[src/rtl/alu_pkg.sv]
// Shared ALU definitions: 4-bit op codes (also consumed by ALU control)
// and the execute-unit FSM state encoding.
package alu_pkg;

  localparam int XLEN = 32;

  localparam logic [3:0] ALU_AND = 4'b0000;
  localparam logic [3:0] ALU_OR  = 4'b0001;
  localparam logic [3:0] ALU_ADD = 4'b0010;
  localparam logic [3:0] ALU_XOR = 4'b0011;
  localparam logic [3:0] ALU_SUB = 4'b0110;
  localparam logic [3:0] ALU_MUL = 4'b0100;
  localparam logic [3:0] ALU_SLL = 4'b1100;
  localparam logic [3:0] ALU_SRL = 4'b1000;

  typedef enum logic {
    ST_IDLE = 1'b0,
    ST_MUL  = 1'b1
  } exec_state_t;

endpackage

[src/rtl/mul_seq.sv]
// Sequential shift-add multiplier, one multiplier bit per step.
// Ports:
//   clk, rst      : clock, synchronous active-high reset
//   start         : latch a/b, clear counter and accumulator
//   step          : process multiplier bit [cnt] this edge
//   abort         : drop the in-flight multiply
//   a, b          : multiplicand / multiplier
//   done          : comb, high on the step that consumes bit 31
//   product       : comb, final low-32 product, valid when done
module mul_seq
  import alu_pkg::*;
(
  input  logic            clk,
  input  logic            rst,
  input  logic            start,
  input  logic            step,
  input  logic            abort,
  input  logic [XLEN-1:0] a,
  input  logic [XLEN-1:0] b,
  output logic            done,
  output logic [XLEN-1:0] product
);

  logic [4:0]      cnt;
  logic [XLEN-1:0] acc, ma, mb, acc_nxt;

  // Partial product truncated to 32 bits, so the sum is the low word.
  assign acc_nxt = acc + (mb[cnt] ? (ma << cnt) : '0);
  assign done    = step && (cnt == 5'd31);
  assign product = acc_nxt;

  always_ff @(posedge clk) begin
    if (rst) begin
      cnt <= '0;
      acc <= '0;
      ma  <= '0;
      mb  <= '0;
    end else if (start) begin
      cnt <= '0;
      acc <= '0;
      ma  <= a;
      mb  <= b;
    end else if (abort) begin
      cnt <= '0;
      acc <= '0;
    end else if (step) begin
      acc <= acc_nxt;
      cnt <= cnt + 5'd1;  // wraps to 0 after the final bit
    end
  end

endmodule

[src/rtl/alu_exec_unit.sv]
// Execute-stage ALU: single-cycle logic/arith/shift ops plus a 32-cycle
// sequential multiply. Results are registered; out_valid pulses per result.
// Ports:
//   clk, rst               : clock, synchronous active-high reset
//   in_valid / in_ready    : operation handshake (ready low while multiplying)
//   alu_ctrl, op_a, op_b   : op code and operands
//   flush                  : kill in-flight op / suppress acceptance
//   out_valid              : one-cycle pulse, new result registered
//   out_result, out_zero   : registered result and its zero flag
//   busy                   : ~in_ready, stall request to hazard unit
module alu_exec_unit
  import alu_pkg::*;
(
  input  logic            clk,
  input  logic            rst,
  input  logic            in_valid,
  output logic            in_ready,
  input  logic [3:0]      alu_ctrl,
  input  logic [XLEN-1:0] op_a,
  input  logic [XLEN-1:0] op_b,
  input  logic            flush,
  output logic            out_valid,
  output logic [XLEN-1:0] out_result,
  output logic            out_zero,
  output logic            busy
);

  exec_state_t     state, state_nxt;
  logic            accept, is_mul;
  logic            mul_start, mul_step, mul_abort, mul_done;
  logic [XLEN-1:0] mul_res, alu_res;

  assign in_ready  = (state == ST_IDLE);
  assign busy      = ~in_ready;
  assign accept    = in_valid && in_ready && !flush;
  assign is_mul    = (alu_ctrl == ALU_MUL);
  assign mul_start = accept && is_mul;
  assign mul_step  = (state == ST_MUL) && !flush;
  assign mul_abort = (state == ST_MUL) && flush;

  mul_seq u_mul (
    .clk     (clk),
    .rst     (rst),
    .start   (mul_start),
    .step    (mul_step),
    .abort   (mul_abort),
    .a       (op_a),
    .b       (op_b),
    .done    (mul_done),
    .product (mul_res)
  );

  // Single-cycle datapath; unlisted codes (and MUL here) give zero.
  always_comb begin
    alu_res = '0;
    case (alu_ctrl)
      ALU_AND: alu_res = op_a & op_b;
      ALU_OR:  alu_res = op_a | op_b;
      ALU_ADD: alu_res = op_a + op_b;
      ALU_XOR: alu_res = op_a ^ op_b;
      ALU_SUB: alu_res = op_a - op_b;
      ALU_SLL: alu_res = op_a << op_b[4:0];
      ALU_SRL: alu_res = op_a >> op_b[4:0];
      default: alu_res = '0;
    endcase
  end

  always_ff @(posedge clk) begin
    if (rst) state <= ST_IDLE;
    else     state <= state_nxt;
  end

  always_comb begin
    state_nxt = state;
    case (state)
      ST_IDLE: if (mul_start)         state_nxt = ST_MUL;
      ST_MUL:  if (flush || mul_done) state_nxt = ST_IDLE;
      default:                        state_nxt = ST_IDLE;
    endcase
  end

  // mul_done is already gated by !flush, so flush wins on the last step.
  always_ff @(posedge clk) begin
    if (rst) begin
      out_valid  <= 1'b0;
      out_result <= '0;
      out_zero   <= 1'b1;
    end else begin
      out_valid <= 1'b0;
      if (accept && !is_mul) begin
        out_valid  <= 1'b1;
        out_result <= alu_res;
        out_zero   <= (alu_res == '0);
      end else if (mul_done) begin
        out_valid  <= 1'b1;
        out_result <= mul_res;
        out_zero   <= (mul_res == '0);
      end
    end
  end

endmodule
[config.mk]
export PLATFORM = sky130hd
export DESIGN_NAME = alu_exec_unit
export DESIGN_NICKNAME = d
export VERILOG_FILES = /design/src/rtl/alu_pkg.sv /design/src/rtl/mul_seq.sv /design/src/rtl/alu_exec_unit.sv
export SDC_FILE = /design/constraint.sdc
export NUM_CORES = 1
export LEC_CHECK = 0
export ABC_AREA = 1
export CORE_MARGIN = 5
export CORE_UTILIZATION = 40
export DETAILED_ROUTE_END_ITERATION = 8
export PLACE_DENSITY = 0.57
export SLEW_MARGIN = 20
export SYNTH_ARGS = -nofsm -noshare
export SYNTH_HDL_FRONTEND = slang
export SYNTH_HIERARCHICAL = 1
export SYNTH_SLANG_ARGS = --single-unit
[constraint.sdc]
create_clock -name clk -period 3.8 [get_ports clk]
set_input_delay 0.38 -clock clk [delete_from_list [all_inputs] [get_ports clk]]
set_output_delay 0.38 -clock clk [all_outputs]
set_load 0.01 [all_outputs]
==> impl_results.md, run 1 <==
* FP Rows at 77
* All-Layer GR Usage at 35.4%
* Fin Clk Skew at 0.0120 ns
* Initial Utilization at 40.3%
* R2R cell count at 26
* Setup violations, final at 1
* Die Area at 48500 um^2
* Initial antenna violation count at 4
* Crit path from: u_mul/cnt[0]
* Worst-skew pair later-pin latency at 0.47 ns
* Die Height at 220 um
* Worst hold path class: input pin to register
* Area grow syn2layout at 37.2%
* R2r endpoint: out_zero
* Tot Pwr at 5.10 mW
* Avg WL per Cell at 21.0 um
* Post-CTS Hold Fix Bufs at 0
* CTS Buf Count at 17
* Max-slew headroom at 30.6%
* Reg2reg start: u_mul/cnt[0]
* RSZ-0062 raised after global routing: yes
* Final setup TNS at -0.112 ns
* Clock sink count at 136
* Fin Hold WS at 0.149 ns
* Critical Path Sink: out_zero
* Mapped Area at 17700 um^2
* Post-Syn Area per Cell at 5.71 um^2
* CP Class: register to register
* Placer Congestion at 1.04
* CTS tree: built
* Final hold violations at 0
* Clock slew at reported path FFs at 0.06 ns
* Sequential area share after synthesis at 15.4%
* IO Count at 108
* Post-synth EDFFs at 0
* Vias in the first global route at 21800
* Cells after synthesis at 3098
* Layout Cells excl Fill at 4228
* Core Box Area at 43900 um^2
* Final period util at 103%
* CP arrival at 4.33 ns
* WL final at 88800 um
* Final Max Slew Viols at 0
* Crit-path max FO at 12
* DP Cell Count at 4179
* Pleak at 12.2 nW
* Antenna diode count at 0
* Synth Flop Type: dfxtp_1
* P per Cell Area at 210 nW/um^2
* #FFs+latches synth at 136
* Post-layout nets at 3828
* Yosys cell types at 59
* Vias/cell at 5.57
* Synth warn at 6
* DR pass1 iterations at 6
* Max Cap Viol at 0
* Fmax at 0.256 GHz
* # fillers at 4682
* HPWL Detailed at 72600 um
* Worst IR Drop VDD at 0.000326 V
* Layout cell share with drive strength beyond 1 at 22.6%
* Tmin final at 3.91 ns
* Clock tree buffer depth at 2
* Detailed-route via count at 23500
* R2R setup slack at -0.11 ns
* PortBufs at 107
* Die Width at 220 um
* Mapped Nets at 3302
* Violated checks: negative setup slack
* Largest net degree at the start of global routing at 93
* Root buffer cell: clkbuf_16
* First-pass GRT wire length at 130000 um
* H-tree Lvls at 4
* Required time worst endpoint at 4.22 ns
* Slew @ Worst Pin at 1.04 ns
* Antenna viol nets, final at 0
* Startpoint types: register
* Setup ws final at -0.112 ns
* DR DRC count at 0
* Congestion Overflow GR at 0
* Run status: complete, but fails checks
* CP endpoint kind: register
* First DRT Iteration DRCs at 2327
* Asr flop ratio synth at 0%
## layer usage
layer	track usage, %	part of all wire, %	vias to the layer above
met5	0	0.043	-
met3	6.59	7.9	212
li1	-	-	11200
met4	17.0	5.2	6
met2	56.1	44	1048
met1	46.6	43	11000
## worst min path at each step
stage,from,to,slack (ns),depth (start not counted)
6_report,rst,busy,0.15,2
5_1_grt,rst,busy,0.14,2
4_1_cts,rst,busy,0.10,2
3_5_place_dp,u_mul/mb[23],u_mul/mb[23],0.46,2
3_3_place_gp,u_mul/mb[28],u_mul/mb[28],0.46,2
2_1_floorplan,u_mul/mb[31],u_mul/mb[31],0.44,2
## kinds of logic (layout without fill, tap and decap cells)
family                     count (synthesis)  in the layout  synth area share, %
and+or+nand+nor                         1822           1823                 45.4
buffers and inverters                    492           1029                 12.1
AOI/OAI and AO/OA                        456            456                 14.7
DFF                                      136            136                 15.4
adders and majority gates                132            132                 9.42
xor gates and xnor gates                  54             54                 2.67
muxes                                      6              6                0.340
## cells in the final DEF, fill, tap and decap left out, types with 24 or more instances in the layout
cell type / count
inv_1: 322
nand2_4: 28
nand2_1: 874
o21ai_0: 98
dfxtp_1: 134
buf_4: 532
ha_1: 115
nor2_1: 286
nand2_2: 29
a21oi_1: 140
nand3_1: 459
a21oi_2: 27
nor2_2: 27
nand3_2: 24
clkdlybuf4s50_1: 100
xor2_1: 43
a211oi_1: 28
o21ai_1: 43
a31oi_1: 32
## power by group
part	switching, mW	total, mW	internal [mW]
Combinational	1.20	1.93	0.722
Sequential	0.0176	1.47	1.45
Clock	0.737	1.71	0.968
## metrics by stage
step	util (%)	area (um^2)	setup slack (ns)
finish	55.2	24300	-0.112
global route	55.2	24300	-0.356
CTS	53.7	23600	-0.0713
detailed placement	51.6	22700	-0.747
global placement	51.6	22700	-0.679
floorplan	-	17700	0.0440
## state kept, by name, summed over array words and instances, names as in the netlist
register    flops
u_mul/mb       32
u_mul/acc      32
u_mul/cnt       5
out_valid       1
busy            1
out_zero        1
out_result     32
u_mul/ma       32
## worst max-delay path, cell delays in order, from the launching register on
cell and delay, ns:
dfxtp_4 0.43, clkinv_8 0.11, buf_4 0.19, nand2_1 0.06, nand2_1 0.07, o21ai_2 0.17
nor2_1 0.06, o21ai_1 0.20, o211ai_1 0.16, o211ai_1 0.13, inv_1 0.09, ha_1 0.32
a21o_1 0.20, o21bai_1 0.18, buf_4 0.15, o21bai_1 0.17, a21oi_2 0.13, nand2_1 0.07
nand2_1 0.06, nand2_1 0.08, nor4_2 0.28, nand4_1 0.19, nor2_1 0.13, nand2_1 0.06
nand2_1 0.07, nand2_1 0.04, nand2_1 0.05
## layout make-up
cell class	instances	area (um^2)	share of cell area (%)
flip-flops and latches	136	2730	11.3
multi-input cells	2471	13600	56.1
inverters	343	1310	5.40
clock inverters	13	146	0.603
well taps	592	741	3.05
repair buffers	655	5290	21.8
clock buffers	18	429	1.77
## cells in the mapped netlist, types with 8 or more instances
master / count / area [um^2]
xor2_1: 48 / 420
clkbuf_1: 76 / 285
nor3_1: 27 / 135
inv_2: 8 / 30.0
a221oi_1: 9 / 78.8
ha_1: 130 / 1630
nand4_1: 22 / 138
nor2_1: 313 / 1170
o21ai_0: 122 / 611
nand3_2: 22 / 220
buf_1: 10 / 37.5
nor4_1: 13 / 81.3
o21ai_1: 30 / 150
a21oi_1: 172 / 861
a31oi_1: 35 / 219
nand2_2: 11 / 68.8
o21bai_1: 10 / 75.1
nand2_1: 894 / 3360
nand3_1: 462 / 2310
nand2_4: 26 / 293
dfxtp_1: 136 / 2720
a21o_1: 12 / 90.1
a211oi_1: 28 / 210
o211ai_1: 15 / 113
inv_1: 326 / 1220
buf_2: 35 / 175
buf_6: 19 / 214
## what timing repair did
action / CTS / global route
cloned: 1 / 1
gates resized for setup: 72 / 147
pin swaps: 13 / 35
setup endpoints to repair: 14 / 29
buffers inserted: 8 / 8
Power figures use the tool's default switching activity.
==> run 2, diff against run 1 <==
--- a/config.mk
+++ b/config.mk
@@ -10,2 +10,4 @@
 export CORE_UTILIZATION = 40
+export CTS_BUF_LIST = sky130_fd_sc_hd__clkbuf_8 sky130_fd_sc_hd__clkbuf_16
+export CTS_CLUSTER_SIZE = 25
 export DETAILED_ROUTE_END_ITERATION = 8
==> constraint.sdc (replaced) <==
create_clock -name clk -period 3.8 [get_ports clk]
set_input_delay 0.76 -clock clk [delete_from_list [all_inputs] [get_ports clk]]
set_output_delay 0.76 -clock clk [all_outputs]
set_load 0.01 [all_outputs]
==> run 2 against run 1 <==
Net effect:
- the run still ends with negative setup slack left
- critical path type unchanged
- critical endpoint unchanged
- non-clock buffer count up 119
- die area unchanged
- clock-buffer cell count up 1
- first-iteration DRC count up 1.5%
- clock skew up 0.0044 ns
- sequential share of layout area down 0.92 points
- register-to-register slack worse by 0.06 ns
- cell area up 8.9%
- wire length up 2.5%
- setup slack worse by 0.059 ns
- largest cell class unchanged
- critical path depth up 5
==> impl_results.md, run 2 (same netlist as run 1, synthesis figures left out) <==
* Max-slew headroom at 32.8%
* M1 GR Usage at 45.5%
* Tot Pwr at 5.31 mW
* Most common cell after layout, fill and taps aside: nand2_1
* R2R setup slack at -0.17 ns
* First DRT Iteration DRCs at 2363
* P per Cell Area at 201 nW/um^2
* Tmin final at 3.97 ns
* Worst IR Drop VDD at 0.000256 V
* CTS Buf Count at 17
* Layout Cells excl Fill at 4349
* IO Count at 108
* R2R cell count at 31
* Post-CTS Hold Fix Bufs at 0
* Slew @ Worst Pin at 1.01 ns
* Setup violations, final at 3
* Avg WL per Cell at 20.9 um
* RSZ-0062 raised after global routing: yes
* # fillers at 4423
* Final setup TNS at -0.491 ns
* All-Layer GR Usage at 35.9%
* Die Height at 220 um
* Worst hold path class: register to register
* Required time worst endpoint at 4.22 ns
* Vias/cell at 5.53
* Initial antenna violation count at 1
* H-tree Lvls at 4
* DR DRC count at 0
* R2r endpoint: out_zero
* Initial Utilization at 40.3%
* Detailed-route via count at 24000
* Multi-input logic area at 14700 um^2
* Dpl ws at -0.952 ns
* Crit-path max cell delay at 0.37 ns
* Worst-skew pair later-pin latency at 0.47 ns
* Critical Path Sink: out_zero
* CP endpoint kind: register
* Die Area at 48500 um^2
* CP Class: register to register
* Startpoint types: register
* Reg2reg start: u_mul/cnt[0]
* Fin Clk Skew at 0.0164 ns
* M3 GR Usage at 7.21%
* FP Rows at 77
* HPWL Detailed at 73400 um
* DP Cell Count at 4270
* Crit path from: u_mul/cnt[0]
* Violated checks: negative setup slack
* Antenna viol nets, final at 0
* Antenna diode count at 0
* Pleak at 13.1 nW
* Vias in the first global route at 22800
* Routing usage on met2 at 59.0%
* Largest net degree at the start of global routing at 69
* Core Box Area at 43900 um^2
* Fin Hold WS at 0.463 ns
* CTS tree: built
* Register area at 2730 um^2
* Max Cap Viol at 0
* Area grow syn2layout at 49.4%
* PortBufs at 107
* WL final at 91000 um
* Final Max Slew Viols at 0
* Clock tree buffer depth at 2
* Root buffer cell: clkbuf_16
* Clock sink count at 136
* Congestion Overflow GR at 0
* Top cell by count, worst path: nand2_1
* Die Width at 220 um
* GR peak layer: met2
* Post-layout nets at 3948
* DR pass1 iterations at 7
* Setup ws final at -0.171 ns
* Crit-path max FO at 8
* Most frequent cells in the layout: 822 x nand2_1, 633 x buf_4, 437 x nand3_1, 309 x inv_1, 257 x nor2_1
* Clock slew at reported path FFs at 0.07 ns
* Slowest stage cell, crit path: dfxtp_4
* Placer Congestion at 1.04
* Run status: complete, but fails checks
* Final hold violations at 0
* Fmax at 0.252 GHz
* Layout cell share with drive strength beyond 1 at 30.2%
* First-pass GRT wire length at 133000 um
* CP arrival at 4.39 ns
* Final period util at 104%
==> run 2: cell types whose count changed in the layout (fill, tap and decap cells not counted), moves of 15 or more <==
cell / change
buf_4: +101
nand2_1: -52
nand2_2: +45
nor2_1: -29
ha_1: -23
nand3_1: -22
a21oi_1: -20
nand3_2: +19
ha_4: +18
nor2_2: +17
o21ai_2: +15
==> run 2: worst max-delay path: cells and delay by family, from the launching register on <==
kind                       cells  cell delay, ns
adders and majority gates      1            0.21
AOI/OAI and AO/OA              4            0.61
DFF                            1            0.37
and+or+nand+nor               19            1.87
buffers and inverters          7            0.85
==> run 2: metal layers <==
metal / wire length [um] / up-vias
met1: 37400 / 11300
met5: 12 / -
met2: 41600 / 1067
met4: 4670 / 2
met3: 7270 / 218
li1: - / 11500
==> run 2: metrics by stage <==
| stage | area [um^2] | utilization, % |
|---|---|---|
| final | 26400 | 60.1 |
| after detailed placement | 23500 | 53.5 |
| after CTS | 24700 | 56.2 |
| after global placement | 23500 | 53.5 |
| after global routing | 26400 | 60.1 |
| after floorplan | 17700 | - |
==> run 2: worst min path at each step <==
| stage | startpoint | cells after the start | endpoint |
|---|---|---|---|
| floorplan | u_mul/mb[31] | 2 | u_mul/mb[31] |
| global placement | u_mul/mb[15] | 2 | u_mul/mb[15] |
| detailed placement | u_mul/mb[2] | 2 | u_mul/mb[2] |
| CTS | u_mul/mb[2] | 2 | u_mul/mb[2] |
| global route | u_mul/ma[31] | 2 | u_mul/ma[31] |
| finish | u_mul/ma[31] | 2 | u_mul/ma[31] |
==> run 2: area by class of cell <==
class | count | area share, %
multi-input cells | 2471 | 55.5
repair buffers | 774 | 24.1
flip-flops and latches | 136 | 10.3
inverters | 343 | 5.05
clock buffers | 19 | 1.71
clock inverters | 13 | 0.511
well taps | 592 | 2.80
repair inverters | 1 | 0.0426
==> run 2: power by group <==
part	switching (mW)	internal (mW)	leakage (nW)
sequential	0.0167	1.45	1.10
combinational	1.27	0.853	11.7
clock	0.764	0.952	0.283
total	2.05	3.25	13.1
==> run 2: what timing repair did <==
item	in CTS	in global routing
buffers inserted	13	33
pin swaps	47	130
cloned	0	4
resized for setup	148	355
endpoints found under the setup margin	18	31
